$ cat src/rtl/xor_circular_decoder.sv
// xor_circular_decoder: receive-side decoder for the 2-bit-key circular XOR
// scrambler. It latches a per-frame key and decodes a stream of 4-bit words
// into a registered output stage. It also recomputes NZCV per word and counts
// flag mismatches.
//
// Handshake: a transfer happens on a rising edge where valid && ready are both
// high. Valid is never withdrawn by the producer side of this block (out_valid
// holds until out_ready), and the payload is stable while valid && !ready.
module xor_circular_decoder #(
  parameter int MAX_FRAME = 16,
  parameter int ERR_CNT_W = 8
) (
  input  logic                 clk,
  input  logic                 rst_n,
  input  logic                 key_valid,
  input  logic [1:0]           key,
  input  logic                 in_valid,
  output logic                 in_ready,
  input  logic [3:0]           in_y,
  input  logic [3:0]           in_flags,
  input  logic                 in_last,
  output logic                 out_valid,
  input  logic                 out_ready,
  output logic [3:0]           out_b,
  output logic                 out_flag_err,
  output logic                 out_last,
  output logic                 frame_ovf,
  output logic [ERR_CNT_W-1:0] err_cnt,
  output logic                 busy
);

  localparam int CNT_W = $clog2(MAX_FRAME + 1);
  // Counter value before the increment that makes this word number MAX_FRAME.
  localparam logic [CNT_W-1:0] LAST_IDX = CNT_W'(MAX_FRAME - 1);

  typedef enum logic {
    S_IDLE   = 1'b0,
    S_ACTIVE = 1'b1
  } state_t;

  state_t                 r_state;
  state_t                 w_state_nxt;
  logic [1:0]             r_key;
  logic [CNT_W-1:0]       r_cnt;
  logic                   r_out_valid;
  logic [3:0]             r_out_b;
  logic                   r_out_flag_err;
  logic                   r_out_last;
  logic                   r_frame_ovf;
  logic [ERR_CNT_W-1:0]   r_err_cnt;

  logic                   w_in_ready;
  logic                   w_accept;
  logic                   w_at_max;
  logic                   w_frame_end;
  logic [3:0]             w_b;
  logic [3:0]             w_flags;
  logic                   w_flag_err;

  // Ready is combinational from out_ready, so a draining output never
  // inserts a bubble.
  assign w_in_ready  = (r_state == S_ACTIVE) && (!r_out_valid || out_ready);
  assign w_accept    = in_valid && w_in_ready;
  assign w_at_max    = (r_cnt == LAST_IDX);
  assign w_frame_end = w_accept && (in_last || w_at_max);

  // Key bit 0 scrambles the even positions and key bit 1 the odd ones.
  assign w_b        = {in_y[3] ^ r_key[1], in_y[2] ^ r_key[0],
                       in_y[1] ^ r_key[1], in_y[0] ^ r_key[0]};
  assign w_flags    = {in_y[3], (in_y == 4'd0), r_key[1], r_key[1] ^ w_b[3]};
  assign w_flag_err = (w_flags != in_flags);

  // Next-state: the key starts a frame, and in_last or a full frame ends it.
  always_comb begin
    w_state_nxt = r_state;
    case (r_state)
      S_IDLE:   if (key_valid)   w_state_nxt = S_ACTIVE;
      S_ACTIVE: if (w_frame_end) w_state_nxt = S_IDLE;
      default:  w_state_nxt = S_IDLE;
    endcase
  end

  // State register.
  always_ff @(posedge clk or negedge rst_n) begin
    if (!rst_n) r_state <= S_IDLE;
    else        r_state <= w_state_nxt;
  end

  // Key capture and per-frame word counter.
  always_ff @(posedge clk or negedge rst_n) begin
    if (!rst_n) begin
      r_key <= 2'b00;
      r_cnt <= '0;
    end else if (r_state == S_IDLE && key_valid) begin
      r_key <= key;
      r_cnt <= '0;
    end else if (w_accept) begin
      r_cnt <= r_cnt + 1'b1;
    end
  end

  // Output register: load on accept, clear valid once consumed, else hold.
  always_ff @(posedge clk or negedge rst_n) begin
    if (!rst_n) begin
      r_out_valid    <= 1'b0;
      r_out_b        <= 4'd0;
      r_out_flag_err <= 1'b0;
      r_out_last     <= 1'b0;
    end else if (w_accept) begin
      r_out_valid    <= 1'b1;
      r_out_b        <= w_b;
      r_out_flag_err <= w_flag_err;
      r_out_last     <= in_last || w_at_max;
    end else if (out_ready) begin
      r_out_valid    <= 1'b0;
    end
  end

  // Sticky overflow: the frame filled up without the source marking its end.
  always_ff @(posedge clk or negedge rst_n) begin
    if (!rst_n)                              r_frame_ovf <= 1'b0;
    else if (w_accept && w_at_max && !in_last) r_frame_ovf <= 1'b1;
  end

  // Saturating flag-mismatch counter.
  always_ff @(posedge clk or negedge rst_n) begin
    if (!rst_n)                                          r_err_cnt <= '0;
    else if (w_accept && w_flag_err && (r_err_cnt != '1)) r_err_cnt <= r_err_cnt + 1'b1;
  end

  assign in_ready     = w_in_ready;
  assign out_valid    = r_out_valid;
  assign out_b        = r_out_b;
  assign out_flag_err = r_out_flag_err;
  assign out_last     = r_out_last;
  assign frame_ovf    = r_frame_ovf;
  assign err_cnt      = r_err_cnt;
  assign busy         = (r_state == S_ACTIVE);

endmodule

$ cat config.mk
export PLATFORM = sky130hd
export DESIGN_NAME = xor_circular_decoder
export DESIGN_NICKNAME = d
export VERILOG_FILES = /design/src/rtl/xor_circular_decoder.sv
export SDC_FILE = /design/constraint.sdc
export NUM_CORES = 1
export LEC_CHECK = 0
export CORE_MARGIN = 2
export CORE_UTILIZATION = 45
export DETAILED_ROUTE_END_ITERATION = 7
export PLACE_DENSITY = 0.74
export SKIP_CTS_REPAIR_TIMING = 1
export SKIP_LAST_GASP = 1
export SYNTH_ARGS = -nofsm -noshare
export SYNTH_HDL_FRONTEND = slang
export SYNTH_SLANG_ARGS = --single-unit
$ cat constraint.sdc
create_clock -name clk -period 2.3 [get_ports clk]
set_input_delay 0.46 -clock clk [delete_from_list [all_inputs] [get_ports clk]]
set_output_delay 0.46 -clock clk [all_outputs]
set_load 0.02 [all_outputs]
==> summary.md <==
| Metric | Value |
|---|---|
| Global-route layer with the greatest usage | met2 |
| Longest individual stage delay on the worst path | 0.60 ns |
| Arrival time of the worst setup path | between 1.5 and 2 ns |
| Fraction of registers with async set or reset after synthesis | 1.000 |
| PD cells | ~1100 nW/um^2 |
| Worst setup EP type | primary output |
| Required time of the critical path | 1.84 ns |
| Post-synth top area cell | dfrtp_1 |
| Final worst clock skew | around 0.0065 ns |
| Worst Path Class, Setup | in -> out |
| Final net count | 163 |
| Initial antenna violation count | 0 |
| Detail Placement HPWL | between 1500 and 2000 um |
| Global Route met2 Usage | 0.3189 |
| Post-route setup TNS | 0 ns |
| Startpoint type of the worst setup path | primary input |
| Hold violation total from the final report | 0 |
| Fraction of post-synthesis cell area in the top cell type by area | 0.5418 |
| Wire length of the first global-routing pass | 3898 um |
| Number of enable-type register cells in the synthesized netlist | 0 |
| Vias per Instance | ~5.2 |
| Total wirelength of the detailed-routed design | 2277 um |
| Slew Viols, Final | 0 |
| Share of final-layout standard cells stronger than drive strength 1 | 0.1049 |
| Critical Path Fanout Max | 2 |
| Number of nets with antenna violations after detailed routing | 0 |
| Post-route fraction of the period consumed by the critical path | 0.9587 |
| Global-route congestion overflow total | 0 |
| H-tree levels | 1 |
| Library cell contributing the largest single delay on the critical path | clkdlybuf4s50_1 |
| Filler Cells Inserted | 188 |
| Wire length per cell after detailed routing | roughly 13 um |
| Shortest period the worst path allows | roughly 2.2 ns |
| Number of cells after detailed placement | between 150 and 200 |
| Mean cell area of the mapped netlist | approximately 11 um^2 |
| Cell chosen for the clock root | clkbuf_4 |
| Buffers added on ports | 33 |
| Met3 Usage GRT | 0.03611 |
| Die width | 53.64 um |
| Starting utilization of the core area | 0.4871 |
| Post-synthesis cell area | between 1000 and 1500 um^2 |
| Most used flip-flop cell after synthesis | dfrtp_1 |
| Max-cap violations | 0 |
| Max_slew headroom | 0.7713 |
| Placeable core area | 2276 um^2 |
| Post-route cell area | 1556 um^2 |
| Number of DRC markers after the initial detailed-route iteration | 8 |
| Largest net degree at the start of global routing | 25 |
| Count of inserted antenna diode cells | 0 |
| Drt drc | 0 |
| Cell repeated most along the worst path | clkdlybuf4s50_1 |
| Count of warnings emitted by yosys | 0 |
| Clock edge transition at the registers on the reported setup and hold paths | roughly 0.13 ns |
| Finished Layout Cells | 171 |
| Peak supply drop | roughly 0.00088 V |
| Sequential fraction of the synthesis area | 0.5418 |
| Synthesized Nets | 122 |
| Top post-synthesis cells by area | dfrtp_1, xnor2_1, nand2_1 |
| Total Routing Usage GR | 0.1907 |
| Total number of placement rows | 17 |
| Cell leakage power | 0.6977 nW |
| Count of state elements after synthesis | 24 |
| Core utilization of the finished layout | 0.6839 |
| RSZ-0062 raised after global routing | false |
| Tightest Hold Check Type | in -> async |
| Count of TritonRoute iterations in the first routing pass | 4 |
| Via total after detailed routing | just under 900 |
| Global-route track usage on met1 | 0.2378 |
| Clk buf depth | 2 |
| Transition time of the tightest slew-check pin | between 0.3 and 0.4 ns |
| Relative area change from synthesis to final layout | 40.41% |
| Result of the run | finished clean |
| Highest achievable clock rate | approximately 0.45 GHz |
| Synth cell types | 24 |
| Gp weighted congestion | 0.7168 |
| Endpoints failing setup | 0 |
| CTS tree | yes |
| Die Outline Area | 2877 um^2 |
| Source-to-sink clock delay at the later pin of the worst-skew pair | 0.31 ns |
| Clock buffer count from CTS | 3 |
| Io pins | 34 |
| Cells along the critical path | clkdlybuf4s50_1, nand2b_1, and2_1, clkdlybuf4s50_1 |
| Number of global-route vias before repair | between 800 and 900 |
| Die H | ~54 um |
| Placed inst area | ~1500 um^2 |
| Number of cells produced by synthesis | about 100 |
| Sink Count | 24 |
[final timing paths]
kind / startpoint / to / slack, ns / depth (start not counted)
max: out_ready / in_ready / 0.1 / 4
max in group asynchronous: rst_n / err_cnt[1] / 1.58 / 2
max reg2reg: err_cnt[0] / err_cnt[1] / 0.39 / 5
min reg2reg: frame_ovf / frame_ovf / 0.49 / 1
min: rst_n / err_cnt[4] / 0.49 / 2
min in group clk: frame_ovf / frame_ovf / 0.49 / 1
[layer usage]
metal | wire length (um) | up-vias
met2 | 1033 | 28
met1 | 1056 | 421
met5 | 0 | -
li1 | - | 431
met4 | 40 | 0
met3 | 147 | 4
[stage by stage]
step | hold WS [ns] | setup slack (ns) | power (W)
floorplan | 0.1644 | 0.3797 | 0.001122
global placement | 0.4517 | -0.02013 | 0.001477
detailed placement | 0.4634 | -0.04919 | 0.001501
CTS | 0.4939 | 0.08675 | 0.001806
global route | 0.5156 | 0.05575 | 0.001915
finish | 0.4897 | 0.09505 | 0.001788
[layout make-up]
cell class | instances | area, um^2 | area share
clock buffer | 3 | 22.52 | 0.01447
clock inverter | 1 | 30.03 | 0.01929
inverter | 2 | 7.507 | 0.004823
multi-input combinational | 75 | 493.0 | 0.3167
sequential | 24 | 600.6 | 0.3859
tap | 28 | 35.03 | 0.02251
timing repair buffer | 38 | 367.9 | 0.2363
[critical path: cells and delay by family]
kind | cells | cell delay [ns]
and+or+nand+nor | 2 | 0.24
buffers and inverters | 2 | 1.05
[Yosys cell counts, types with 2 or more instances]
| library cell | instances |
|---|---|
| inv_1 | 2 |
| nand3_1 | 5 |
| o21ai_0 | 7 |
| nor2_1 | 3 |
| ha_1 | 3 |
| xor2_1 | 5 |
| xnor2_1 | 10 |
| nand2b_1 | 2 |
| nand2_1 | 20 |
| nand4_1 | 4 |
| dfrtp_1 | 24 |
| and3_1 | 5 |
| clkbuf_1 | 2 |
[state kept, by name, indices dropped and copies added, names as in the netlist]
name          flops
err_cnt           8
r_cnt             5
out_b             4
r_key             2
busy              1
frame_ovf         1
out_flag_err      1
out_last          1
out_valid         1
[where the power goes]
part,leakage [nW],switching [W],internal [W]
Clock,0.0279,0.000123,0.000176
Sequential,0.302,0.000146,0.000572
Combinational,0.368,0.000386,0.000386
Total,0.698,0.000654,0.00113
[logic make-up (layout without fill, tap and decap cells)]
| group | count (synthesis) | in the layout | share of synthesized area |
|---|---|---|---|
| buffers and inverters | 4 | 44 | 0.01355 |
| adder cells (fa/ha/maj) | 3 | 3 | 0.03386 |
| multiplexers | 1 | 1 | 0.01016 |
| flip-flops | 24 | 24 | 0.5418 |
| AND/OR/NAND/NOR | 45 | 45 | 0.2144 |
| XOR/XNOR | 15 | 15 | 0.1185 |
| AO/OA/AOI/OAI | 11 | 11 | 0.06772 |
[cells in the final DEF, fill, tap and decap left out, drive strengths merged]
cell type | Yosys | final
nor2b | 1 | 1
a31o | 1 | 1
a21oi | 1 | 1
xor2 | 5 | 5
bufinv | 0 | 1
buf | 0 | 5
inv | 2 | 2
a31oi | 1 | 1
nor4 | 1 | 1
clkbuf | 2 | 3
xnor2 | 10 | 10
and2 | 1 | 1
ha | 3 | 3
a211oi | 1 | 1
nand2 | 20 | 20
and4 | 1 | 1
nand4 | 4 | 4
and3 | 6 | 6
dfrtp | 24 | 24
o21ai | 7 | 7
nor2 | 3 | 3
or3 | 1 | 1
clkdlybuf4s50 | 0 | 33
nand3 | 5 | 5
nand2b | 2 | 2
mux2 | 1 | 1
No activity file was read; power rests on OpenSTA's default activity.
